## src/rtl/memory_controller_pkg.sv

```systemverilog
// Shared encodings for the memory controller: FSM states, access sizes, IO window prefix.
package memory_controller_pkg;

    localparam int CNT_W = 7;  // holds a beat count up to 64

    localparam logic [2:0] S_IDLE   = 3'd0;
    localparam logic [2:0] S_IFETCH = 3'd1;
    localparam logic [2:0] S_LOAD   = 3'd2;
    localparam logic [2:0] S_STORE  = 3'd3;
    localparam logic [2:0] S_DONE   = 3'd4;

    localparam logic [1:0] SZ_BYTE = 2'd0;
    localparam logic [1:0] SZ_HALF = 2'd1;
    localparam logic [1:0] SZ_WORD = 2'd2;

    localparam logic [1:0] IO_PREFIX = 2'b11;

    // Size code 3 is treated as a word.
    function automatic logic [CNT_W-1:0] size_beats(input logic [1:0] sz);
        case (sz)
            SZ_BYTE: return 7'd1;
            SZ_HALF: return 7'd2;
            default: return 7'd4;
        endcase
    endfunction

endpackage

```

## src/rtl/memory_controller_beat_counter.sv

```systemverilog
// Beat sequencer: counts beats of one access and owns the byte address driven onto the RAM.
module mem_beat_counter
    import memory_controller_pkg::*;
(
    input  logic             clk,
    input  logic             rst,
    input  logic             load,
    input  logic [31:0]      base,
    input  logic [CNT_W-1:0] beats,
    input  logic             step,
    input  logic             addr_step,
    output logic [31:0]      addr,
    output logic [CNT_W-1:0] cnt,
    output logic             last_beat,
    output logic             all_beats
);

    logic [CNT_W-1:0] n;

    always_ff @(posedge clk) begin
        if (rst) begin
            addr <= '0;
            cnt  <= '0;
            n    <= '0;
        end else if (load) begin
            addr <= base;
            cnt  <= '0;
            n    <= beats;
        end else begin
            if (step)      cnt  <= cnt + 1'b1;
            if (addr_step) addr <= addr + 32'd1;  // wraps modulo 2^32
        end
    end

    assign last_beat = (cnt == n - 1'b1);
    assign all_beats = (cnt == n);

endmodule

```

## src/rtl/memory_controller.sv

```systemverilog
// Byte-wide RAM/IO port owner: arbitrates icache refills vs LSB accesses and sequences byte beats.
// Optional macro MEM_CTRL_RR_EN selects round-robin arbitration; default is LSB-first priority.
module memory_controller
    import memory_controller_pkg::*;
#(
    parameter int LINE_BYTES = 16,
    parameter int ADDR_W     = 17
) (
    input  logic                    clk,
    input  logic                    rst,
    input  logic                    pc_rst,
    input  logic                    icache_req,
    input  logic [ADDR_W-1:0]       icache_addr,
    output logic                    icache_ack,
    output logic [8*LINE_BYTES-1:0] icache_line,
    input  logic                    lsb_req,
    input  logic                    lsb_wr,
    input  logic [1:0]              lsb_size,
    input  logic [31:0]             lsb_addr,
    input  logic [31:0]             lsb_wdata,
    output logic                    lsb_done,
    output logic [31:0]             lsb_rdata,
    input  logic [7:0]              mem_din,
    output logic [7:0]              mem_dout,
    output logic [31:0]             mem_a,
    output logic                    mem_wr,
    input  logic                    io_buffer_full
);

    logic [2:0]       state;
    logic             is_io;
    logic [23:0]      wbuf;
    logic             ic_ok, grant_ic, grant_lsb, grant_io, ld;
    logic             step, addr_step;
    logic [31:0]      base;
    logic [CNT_W-1:0] beats, cnt;
    logic             last_beat, all_beats;
    logic [1:0]       rd_idx;
`ifdef MEM_CTRL_RR_EN
    logic             last_grant;  // 0 = icache served last, 1 = LSB
`endif

    always_comb begin
        ic_ok = icache_req && !pc_rst;
`ifdef MEM_CTRL_RR_EN
        grant_lsb = (state == S_IDLE) && lsb_req && (!ic_ok || !last_grant);
`else
        grant_lsb = (state == S_IDLE) && lsb_req;
`endif
        grant_ic = (state == S_IDLE) && ic_ok && !grant_lsb;
        ld       = grant_ic || grant_lsb;
        grant_io = (lsb_addr[17:16] == IO_PREFIX);
        base     = grant_lsb ? lsb_addr : 32'(icache_addr);
        beats    = grant_lsb ? size_beats(lsb_size) : CNT_W'(LINE_BYTES);
    end

    // Reads keep counting one beat past the last address to catch the trailing byte.
    always_comb begin
        step      = 1'b0;
        addr_step = 1'b0;
        case (state)
            S_IFETCH, S_LOAD: begin
                if (!(state == S_IFETCH && pc_rst)) begin
                    step      = !all_beats;
                    addr_step = !all_beats && !last_beat;
                end
            end
            S_STORE: begin
                step      = mem_wr && !last_beat;
                addr_step = mem_wr && !last_beat;
            end
            default: ;
        endcase
    end

    mem_beat_counter u_beats (
        .clk       (clk),
        .rst       (rst),
        .load      (ld),
        .base      (base),
        .beats     (beats),
        .step      (step),
        .addr_step (addr_step),
        .addr      (mem_a),
        .cnt       (cnt),
        .last_beat (last_beat),
        .all_beats (all_beats)
    );

    assign rd_idx = 2'(cnt - 1'b1);

`ifdef MEM_CTRL_RR_EN
    always_ff @(posedge clk) begin
        if (rst)     last_grant <= 1'b0;
        else if (ld) last_grant <= grant_lsb;
    end
`endif

    always_ff @(posedge clk) begin
        if (rst) begin
            state       <= S_IDLE;
            mem_wr      <= 1'b0;
            mem_dout    <= '0;
            icache_ack  <= 1'b0;
            lsb_done    <= 1'b0;
            icache_line <= '0;
            lsb_rdata   <= '0;
            wbuf        <= '0;
            is_io       <= 1'b0;
        end else begin
            icache_ack <= 1'b0;
            lsb_done   <= 1'b0;
            case (state)
                S_IDLE: begin
                    if (grant_lsb) begin
                        state     <= lsb_wr ? S_STORE : S_LOAD;
                        is_io     <= grant_io;
                        mem_wr    <= lsb_wr && !(grant_io && io_buffer_full);
                        mem_dout  <= lsb_wdata[7:0];
                        wbuf      <= lsb_wdata[31:8];
                        lsb_rdata <= '0;
                    end else if (grant_ic) begin
                        state <= S_IFETCH;
                    end
                end
                S_IFETCH: begin
                    if (pc_rst) begin
                        state <= S_IDLE;
                    end else begin
                        if (cnt != '0) icache_line <= {mem_din, icache_line[8*LINE_BYTES-1:8]};
                        if (all_beats) begin
                            icache_ack <= 1'b1;
                            state      <= S_DONE;
                        end
                    end
                end
                S_LOAD: begin
                    if (cnt != '0) lsb_rdata[{rd_idx, 3'b000} +: 8] <= mem_din;
                    if (all_beats) begin
                        lsb_done <= 1'b1;
                        state    <= S_DONE;
                    end
                end
                S_STORE: begin
                    // A cycle with mem_wr low is a stalled IO beat; it is retried, not advanced.
                    if (mem_wr && last_beat) begin
                        mem_wr   <= 1'b0;
                        lsb_done <= 1'b1;
                        state    <= S_DONE;
                    end else begin
                        if (mem_wr) begin
                            mem_dout <= wbuf[7:0];
                            wbuf     <= {8'h00, wbuf[23:8]};
                        end
                        mem_wr <= !(is_io && io_buffer_full);
                    end
                end
                S_DONE:  state <= S_IDLE;
                default: state <= S_IDLE;
            endcase
        end
    end

endmodule

```

## config.mk

```make
export PLATFORM = sky130hd
export DESIGN_NAME = memory_controller
export DESIGN_NICKNAME = d
export VERILOG_FILES = /design/src/rtl/memory_controller_pkg.sv /design/src/rtl/memory_controller_beat_counter.sv /design/src/rtl/memory_controller.sv
export SDC_FILE = /design/constraint.sdc
export NUM_CORES = 1
export LEC_CHECK = 0
export ABC_AREA = 0
export CELL_PAD_IN_SITES_DETAIL_PLACEMENT = 0
export CELL_PAD_IN_SITES_GLOBAL_PLACEMENT = 1
export CORE_ASPECT_RATIO = 0.8
export CORE_MARGIN = 2
export CORE_UTILIZATION = 36
export DETAILED_ROUTE_END_ITERATION = 8
export GPL_TIMING_DRIVEN = 0
export PLACE_DENSITY_LB_ADDON = 0.1
export REMOVE_ABC_BUFFERS = 1
export SKIP_CTS_REPAIR_TIMING = 1
export SLEW_MARGIN = 0
export SYNTH_ARGS = -nofsm -noshare
export SYNTH_HDL_FRONTEND = slang
export SYNTH_SLANG_ARGS = --single-unit
```

## constraint.sdc

```tcl
create_clock -name clk -period 7.3 [get_ports clk]
set_input_delay 0.73 -clock clk [delete_from_list [all_inputs] [get_ports clk]]
set_output_delay 0.73 -clock clk [all_outputs]
set_load 0.01 [all_outputs]
```

==> metrics.yaml, run 1 <==
mostFrequentLayoutCells: "385 x nand2_1, 299 x clkdlybuf4s50_1, 242 x dfxtp_1, 180 x a21oi_1, 79 x nor2_1"
regToRegEndpoint: "u_beats.addr[17]"
clk_latency_ns: 0.53
slowest_stage: "and2_1"
cts_sinks: 242
seq_area_frac_synth_pct: 48.1
cp.buffers_inverters: 1
swShare_pct: 31.6
p_leak_nw: 4.79
peakVddDrop_mv: 0.203
io_pins: 301
fill_cells: 2671
yosys_register_bits: 242
relSlewSlack_pct: 17.3
cts_inserted_buffers: 26
initial_core_util_pct: 36.8
critical_path.most_common_cell: "nand2_1"
crit_required_ns: 7.68
grt_pass1_wl_um: 49700
synth_edf_count: 0
path_delay_family: "simple AND/OR/NAND/NOR gates"
vias: 9818
dieHeight_um: 154
row_count: 54
drv_cap: 0
die_x_um: 191
regArea_um2: 4840
syn-cell-area_um2: 10100
gr-total-overflow: 0
skew_ns: 0.0144
final_common_cell: "nand2_1"
first_global_vias: 9023
gr-usage-met1_pct: 29.6
synth_cell_types: 66
antenna_found_initial: 2
r2r-start: "state[2]"
drc: 0
dpl.cell_count: 1861
cp-start-kind: "primary input"
cts_root_buf: "clkbuf_16"
fmaxAchievable_mhz: 276
finalCritPeriodShare_pct: 49.6
cts.clk_slew.worst_paths_ns: 0.06
crit_start: "lsb_req"
endpoint_kind: "flip-flop"
p_int_mw: 2.71
postSynthCellCount: 1279
grtUsageMet2_pct: 30.4
dieArea_um2: 29300
grt_use_total_pct: 20.5
hold_path.class: "flip-flop to flip-flop"
critPathKind: "primary input to flip-flop"
drt_first_pass_iters: 5
avgSynthCellArea_um2: 7.87
cts_tree: "built"
final_core_util_pct: 51.9
crit_chain: "clkdlybuf4s50_1, nand2_1, and2_1, nand2_1, o21ai_0, a211oi_1"
nNetsFinal: 1633
powerDensity_nw_per_um2: 279
path_max_fanout: 24
multi_input_area_um2: 4830
holdWs_ns: 0.449
crit_arrival_ns: 4.01
worst-path-stages: 6
busiest_layer: "met2"
rrSetupSlack_ns: 3.69
min_period_ns: 3.62
switchingPower_mw: 1.25
drv_slew: 0
coreArea_um2: 27400
tightestPinTransition_ns: 1.24
clk_path_buf_depth: 3
drtIter0Drc: 621
comb_power_share_pct: 25.3
grt_max_degree: 137
via_per_inst: 5.14
htree_levels: 1
hold_viol: 0
drive_gt1_share_pct: 4.15
async_flop_share_pct: 0
wl_um: 31100
fin_tns_setup_ns: 0
routedWlPerCell_um: 16.3
clkPwrFrac_pct: 34.8
hpwlAfterDp_um: 20700
postRouteAntennaNets: 0
area.growth.synth_to_final_pct: 41.2
met3_usage_pct: 5.66
place.gp.congestion: 0.824
sequentialPowerShare_pct: 39.9
synthFlopType: "dfxtp_1"
synth_warnings: 0
crit_path_max_incr_delay_ns: 0.89
rsz0062_at_grt: "false"
reg2regPathDepth: 6
io_buffers: 300
layoutNonFillerInstCount: 1909
setup_viol: 0
crit_end: "u_beats.addr[17]"
status: "finished clean"
## sequential cells by signal, indices dropped and copies added (netlist names)
register / flops
icache_ack: 1
is_io: 1
lsb_done: 1
state: 3
wbuf: 24
u_beats.n: 4
icache_line: 128
mem_dout: 8
u_beats.addr: 32
mem_wr: 1
u_beats.cnt: 7
lsb_rdata: 32
## worst min-delay path by stage
stage,start,to,slack [ns],cells after the start
after global placement,lsb_rdata[5],lsb_rdata[5],0.44,2
after global routing,lsb_rdata[25],lsb_rdata[25],0.47,2
after floorplan,is_io,is_io,0.43,2
after CTS,lsb_rdata[29],lsb_rdata[29],0.45,2
final,lsb_rdata[5],lsb_rdata[5],0.45,2
after detailed placement,lsb_rdata[28],lsb_rdata[28],0.44,2
## tightest hold or removal path, cell delays in order (launching register included)
cell and delay [ns]:
dfxtp_1 0.31, nand2_1 0.05, a21oi_1 0.05
## synthesized netlist by cell type (all sizes together) (7+ instances only)
cell type | n | area share (%)
buf | 25 | 1.5
nor2 | 80 | 3.0
nor3 | 22 | 1.1
a311oi | 32 | 2.8
a21oi | 182 | 9.1
nor4 | 7 | 0.65
a211oi | 9 | 0.67
nand2 | 385 | 14
nand4 | 14 | 0.87
ha | 9 | 1.1
o21ai | 26 | 1.3
a22oi | 19 | 1.4
xor2 | 13 | 1.1
nand3 | 38 | 1.9
a31oi | 10 | 0.62
dfxtp | 242 | 48
inv | 8 | 0.30
clkbuf | 63 | 2.3
and3 | 14 | 0.87
## kinds of logic after synthesis
group | after synthesis | synth area share, %
multiplexers | 1 | 0.112
AO/OA/AOI/OAI | 322 | 19.9
adder cells (fa/ha/maj) | 9 | 1.12
buffers and inverters | 96 | 4.10
flip-flops | 242 | 48.1
AND/OR/NAND/NOR | 590 | 24.9
XOR/XNOR | 19 | 1.73
## layer usage
layer	vias up	share of wire, %
li1	4918	-
met1	4559	48
met2	298	42
met3	43	8.2
met4	0	1.9
met5	-	0
## metrics by stage
step                      area (um2)  power [mW]  setup slack, ns
after floorplan                 9680        2.15             1.69
after global placement         13100        2.60            -1.97
after detailed placement       13300        2.61             3.12
after CTS                      14200        4.01             3.62
after global routing           14200        4.19             3.26
final                          14200        3.97             3.68
## power by group through the flow
stage / logic (mW) / registers (mW) / clock network, mW
after floorplan: 0.540 / 1.61 / 0
after global placement: 0.992 / 1.61 / 0
after detailed placement: 1.01 / 1.61 / 0
after CTS: 1.01 / 1.58 / 1.42
after global routing: 1.11 / 1.60 / 1.47
final: 1.00 / 1.58 / 1.38
## final cells by class
type                    instances  area share, %
clock buffers                  38           5.54
flip-flops and latches        242           34.1
repair buffers                307           22.2
inverters                       8          0.211
clock inverters                 8          0.810
multi-input cells             941           34.0
diodes                          1         0.0176
well taps                     364           3.21
No activity file was read; power rests on OpenSTA's default activity.
==> run 2, diff against run 1 <==
CORE_UTILIZATION = 31   (was 36)
clock period = 3.2 ns   (was 7.3 ns; I/O delays follow)
==> metrics.yaml, run 2 (same netlist as run 1, synthesis figures left out) <==
status: "finished clean"
crit_arrival_ns: 3.41
swShare_pct: 31.8
vias: 9739
area.growth.synth_to_final_pct: 43.1
fin_tns_setup_ns: 0
powerDensity_nw_per_um2: 647
largest_register_ffs: 128
drc: 0
gr-total-overflow: 0
wl_um: 32900
mostFrequentLayoutCells: "382 x nand2_1, 299 x clkdlybuf4s50_1, 242 x dfxtp_1, 180 x a21oi_1, 78 x nor2_1"
coreArea_um2: 31700
skew_ns: 0.0163
p_leak_nw: 4.83
htree_levels: 1
cts_inserted_buffers: 26
drtIter0Drc: 663
routedWlPerCell_um: 16.7
cts_root_buf: "clkbuf_16"
comb_power_share_pct: 25.2
critPathKind: "flip-flop to flip-flop"
min_period_ns: 2.96
crit_start: "state[1]"
finalCritPeriodShare_pct: 92.5
dieHeight_um: 165
top_regs: "icache_line x128, lsb_rdata x32, u_beats.addr x32"
hpwlAfterDp_um: 21800
io_pins: 301
postRouteAntennaNets: 0
grt_max_degree: 139
setup_viol: 0
place.gp.congestion: 0.776
cts_sinks: 242
cp-start-kind: "flip-flop"
fmaxAchievable_mhz: 338
clkPwrFrac_pct: 35.8
relSlewSlack_pct: 19.0
drv_cap: 0
crit_required_ns: 3.64
dieArea_um2: 33900
cts_tree: "built"
hold_viol: 0
path_delay_family: "simple AND/OR/NAND/NOR gates"
grt_use_total_pct: 18.5
crit_chain: "and3b_2, and2_1, a2bb2oi_4, nand4_1, mux2_1, a311oi_1"
hold_path.class: "primary input to flip-flop"
drive_gt1_share_pct: 4.79
power.total_mw: 9.33
slowest_stage: "and3b_2"
cts.clk_slew.worst_paths_ns: 0.07
crit_path_max_incr_delay_ns: 0.61
cp.buffers_inverters: 0
die_x_um: 205
io_buffers: 300
endpoint_kind: "flip-flop"
via_per_inst: 4.95
row_count: 58
clk_latency_ns: 0.54
p_int_mw: 6.36
final_common_cell: "nand2_1"
path_max_fanout: 26
sequentialPowerShare_pct: 39.0
drt_first_pass_iters: 4
drv_slew: 0
r2r-start: "state[1]"
fill_cells: 3166
hp-start: "rst"
antenna_found_initial: 5
clk_path_buf_depth: 3
switchingPower_mw: 2.97
grt_pass1_wl_um: 50800
tightestPinTransition_ns: 1.20
peakVddDrop_mv: 0.329
rsz0062_at_grt: "false"
first_global_vias: 9015
initial_core_util_pct: 31.7
nNetsFinal: 1635
top_register: "icache_line"
run 2: cell types whose count changed in the layout (fill, tap and decap cells not counted), sizes merged:
cell    change
bufinv      +2
clkinv      -2
clkbuf      -1
diode       +1
buf         +2
nand3b      +1
run 2: stage by stage:
| stage | std cells | hold WS, ns | setup WS [ns] | util, % | instance area, um2 |
|---|---|---|---|---|---|
| 6_report | 1968 | 0.259 | 0.238 | 45.4 | 14400 |
| 5_1_grt | 1966 | 0.302 | 0.0129 | 45.4 | 14400 |
| 4_1_cts | 1963 | 0.248 | -0.500 | 45.2 | 14300 |
| 3_5_place_dp | 1917 | 0.445 | -0.644 | 42.2 | 13400 |
| 3_3_place_gp | 1911 | 0.440 | -6.18 | 41.7 | 13200 |
| 2_1_floorplan | 1191 | 0.389 | -2.09 | - | 9680 |
run 2: final cells by class:
type	count	area, um2	area share (%)
well taps	420	526	3.65
multi-input cells	942	4880	33.9
clock inverters	8	165	1.15
repair buffers	308	3170	22.0
inverters	8	30.0	0.208
flip-flops and latches	242	4840	33.6
clock buffers	38	777	5.39
diodes	2	5.00	0.0347
run 2: path summary, 6_finish.rpt:
path	slack, ns	end	cells past startpoint
max	0.24	u_beats.addr[3]	6
min	0.26	u_beats.addr[30]	2
max reg2reg	0.24	u_beats.addr[3]	6
min reg2reg	0.45	lsb_rdata[4]	2
run 2: worst register-to-register path, cell delays in order (launching register included):
cell and delay, ns:
dfxtp_1 0.55, and3b_2 0.61, and2_1 0.35, a2bb2oi_4 0.57
nand4_1 0.20, mux2_1 0.34, a311oi_1 0.24
run 2: power groups by stage:
| stage | Sequential (mW) | Clock [mW] | Combinational [mW] |
|---|---|---|---|
| floorplan | 3.68 | 0 | 1.23 |
| global placement | 3.68 | 0 | 2.28 |
| detailed placement | 3.68 | 0 | 2.32 |
| CTS | 3.62 | 3.43 | 2.33 |
| global route | 3.68 | 3.55 | 2.59 |
| finish | 3.64 | 3.34 | 2.36 |
run 2: metal layers:
layer / up-vias / wire (um) / GRT usage (%)
li1: 4938 / - / -
met4: 6 / 499 / 3.43
met5: - / 38 / 0
met3: 39 / 2320 / 5.30
met2: 224 / 13800 / 27.1
met1: 4532 / 16200 / 26.9
==> run 3, diff against run 2 <==
CORE_UTILIZATION = 34   (was 31)
clock period = 3.09 ns   (was 3.2 ns; I/O delays follow)
==> metrics.yaml, run 3 (same netlist as run 1, synthesis figures left out) <==
antenna_found_initial: 4
coreArea_um2: 29200
fill_cells: 2940
routedWlPerCell_um: 16.7
slowest_stage: "or4b_1"
die_x_um: 196
largest_register_ffs: 128
setup_viol: 0
p_int_mw: 6.41
multi_input_area_um2: 4930
wl_um: 32300
grt_use_total_pct: 19.5
skew_ns: 0.00900
switchingPower_mw: 3.08
crit_required_ns: 3.53
vias: 9820
comb_power_share_pct: 25.8
final_common_cell: "nand2_1"
initial_core_util_pct: 34.5
drive_gt1_share_pct: 5.03
mostFrequentLayoutCells: "382 x nand2_1, 299 x clkdlybuf4s50_1, 242 x dfxtp_1, 180 x a21oi_1, 78 x nor2_1"
final_core_util_pct: 49.1
peakVddDrop_mv: 0.350
postRouteAntennaNets: 0
tightestPinTransition_ns: 1.29
drtIter0Drc: 627
finalCritPeriodShare_pct: 93.4
first_global_vias: 9075
holdWs_ns: 0.273
min_period_ns: 2.89
place.gp.congestion: 0.787
drt_first_pass_iters: 4
clk_path_buf_depth: 3
drv_cap: 0
cts_root_buf: "clkbuf_16"
rrSetupSlack_ns: 0.20
place_area_um2: 13300
relSlewSlack_pct: 13.4
clkPwrFrac_pct: 34.6
drc: 0
setup_ws_ns: 0.203
status: "finished clean"
critical_path.most_common_cell: "ha_1"
cts.clk_slew.worst_paths_ns: 0.06
crit_path_max_incr_delay_ns: 0.52
path_delay_family: "simple AND/OR/NAND/NOR gates"
top_register: "icache_line"
hold_viol: 0
path_max_fanout: 12
drv_slew: 0
row_count: 56
p_leak_nw: 4.82
cp-start-kind: "flip-flop"
nNetsFinal: 1637
powerDensity_nw_per_um2: 661
clk_latency_ns: 0.53
crit_arrival_ns: 3.32
cts_inserted_buffers: 27
dieHeight_um: 158
via_per_inst: 5.09
grt_max_degree: 132
swShare_pct: 32.5
crit_chain: "inv_1, ha_1, ha_1, xnor2_2, or4b_1, o311ai_4, a2bb2oi_4, nand4_1, mux2_1, a311oi_1"
top_regs: "icache_line x128, lsb_rdata x32, u_beats.addr x32"
critPathKind: "flip-flop to flip-flop"
gr-total-overflow: 0
io_pins: 301
hpwlAfterDp_um: 20900
cts_tree: "built"
io_buffers: 300
hold_path.class: "primary input to flip-flop"
cts_sinks: 242
fmaxAchievable_mhz: 346
post-route-cell-area_um2: 14300
htree_levels: 1
regArea_um2: 4840
rsz0062_at_grt: "true"
dieArea_um2: 31000
cp.buffers_inverters: 1
grt_pass1_wl_um: 49700
endpoint_kind: "flip-flop"
dp_slack_ns: -0.751
area.growth.synth_to_final_pct: 42.5
sequentialPowerShare_pct: 39.6
run 3: cell types whose count changed in the layout (fill, tap and decap cells not counted), moves of 2 or more:
cell | previous run | this run
buf_12 | 2 | 4
buf_16 | 4 | 2
bufinv_16 | 5 | 2
clkbuf_1 | 5 | 7
clkbuf_8 | 6 | 8
clkinv_2 | 3 | 5
run 3: worst register-to-register path: cells and delay by family (launching register included):
kind	cells	cell delay [ns]
and+or+nand+nor	2	0.69
xor gates and xnor gates	1	0.23
buffers and inverters	1	0.06
muxes	1	0.33
AOI/OAI and AO/OA	3	0.67
adders and majority gates	2	0.42
DFF	1	0.39
run 3: area by class of cell:
| type | instances | share of cell area (%) |
|---|---|---|
| Tap cell | 377 | 3.29 |
| Antenna cell | 2 | 0.0349 |
| Inverter | 8 | 0.209 |
| Clock buffer | 42 | 5.66 |
| Sequential cell | 242 | 33.8 |
| Clock inverter | 8 | 0.654 |
| Multi-Input combinational cell | 943 | 34.4 |
| Timing Repair Buffer | 308 | 22.0 |
run 3: stage by stage:
stage                     TNS [ns]  std cells  power [mW]
after floorplan            -281.19       1191        5.09
after global placement    -1243.75       1868        6.14
after detailed placement    -18.39       1874        6.17
after CTS                    -9.95       1924        9.49
after global routing       -0.0207       1928        10.0
final                            0       1930        9.48
run 3: worst paths after layout:
check,from,to,cells past startpoint
max reg2reg,u_beats.n[0],u_beats.addr[3],10
min,rst,u_beats.n[2],2
min reg2reg,lsb_rdata[16],lsb_rdata[16],2
max,u_beats.n[0],u_beats.addr[3],10
run 3: power groups by stage:
stage                     Sequential (mW)  Clock, mW  Combinational [mW]
after CTS                            3.73       3.37                2.38
final                                3.76       3.28                2.45
after global placement               3.80          0                2.34
after global routing                 3.81       3.51                2.69
after floorplan                      3.81          0                1.27
after detailed placement             3.79          0                2.38
run 3: routing by layer:
layer | vias to the layer above | wire length, um | GRT usage (%)
met4 | 4 | 407 | 3.35
met1 | 4573 | 15700 | 28.0
met3 | 32 | 2510 | 5.54
met5 | - | 27 | 0
met2 | 274 | 13600 | 29.4
li1 | 4937 | - | -
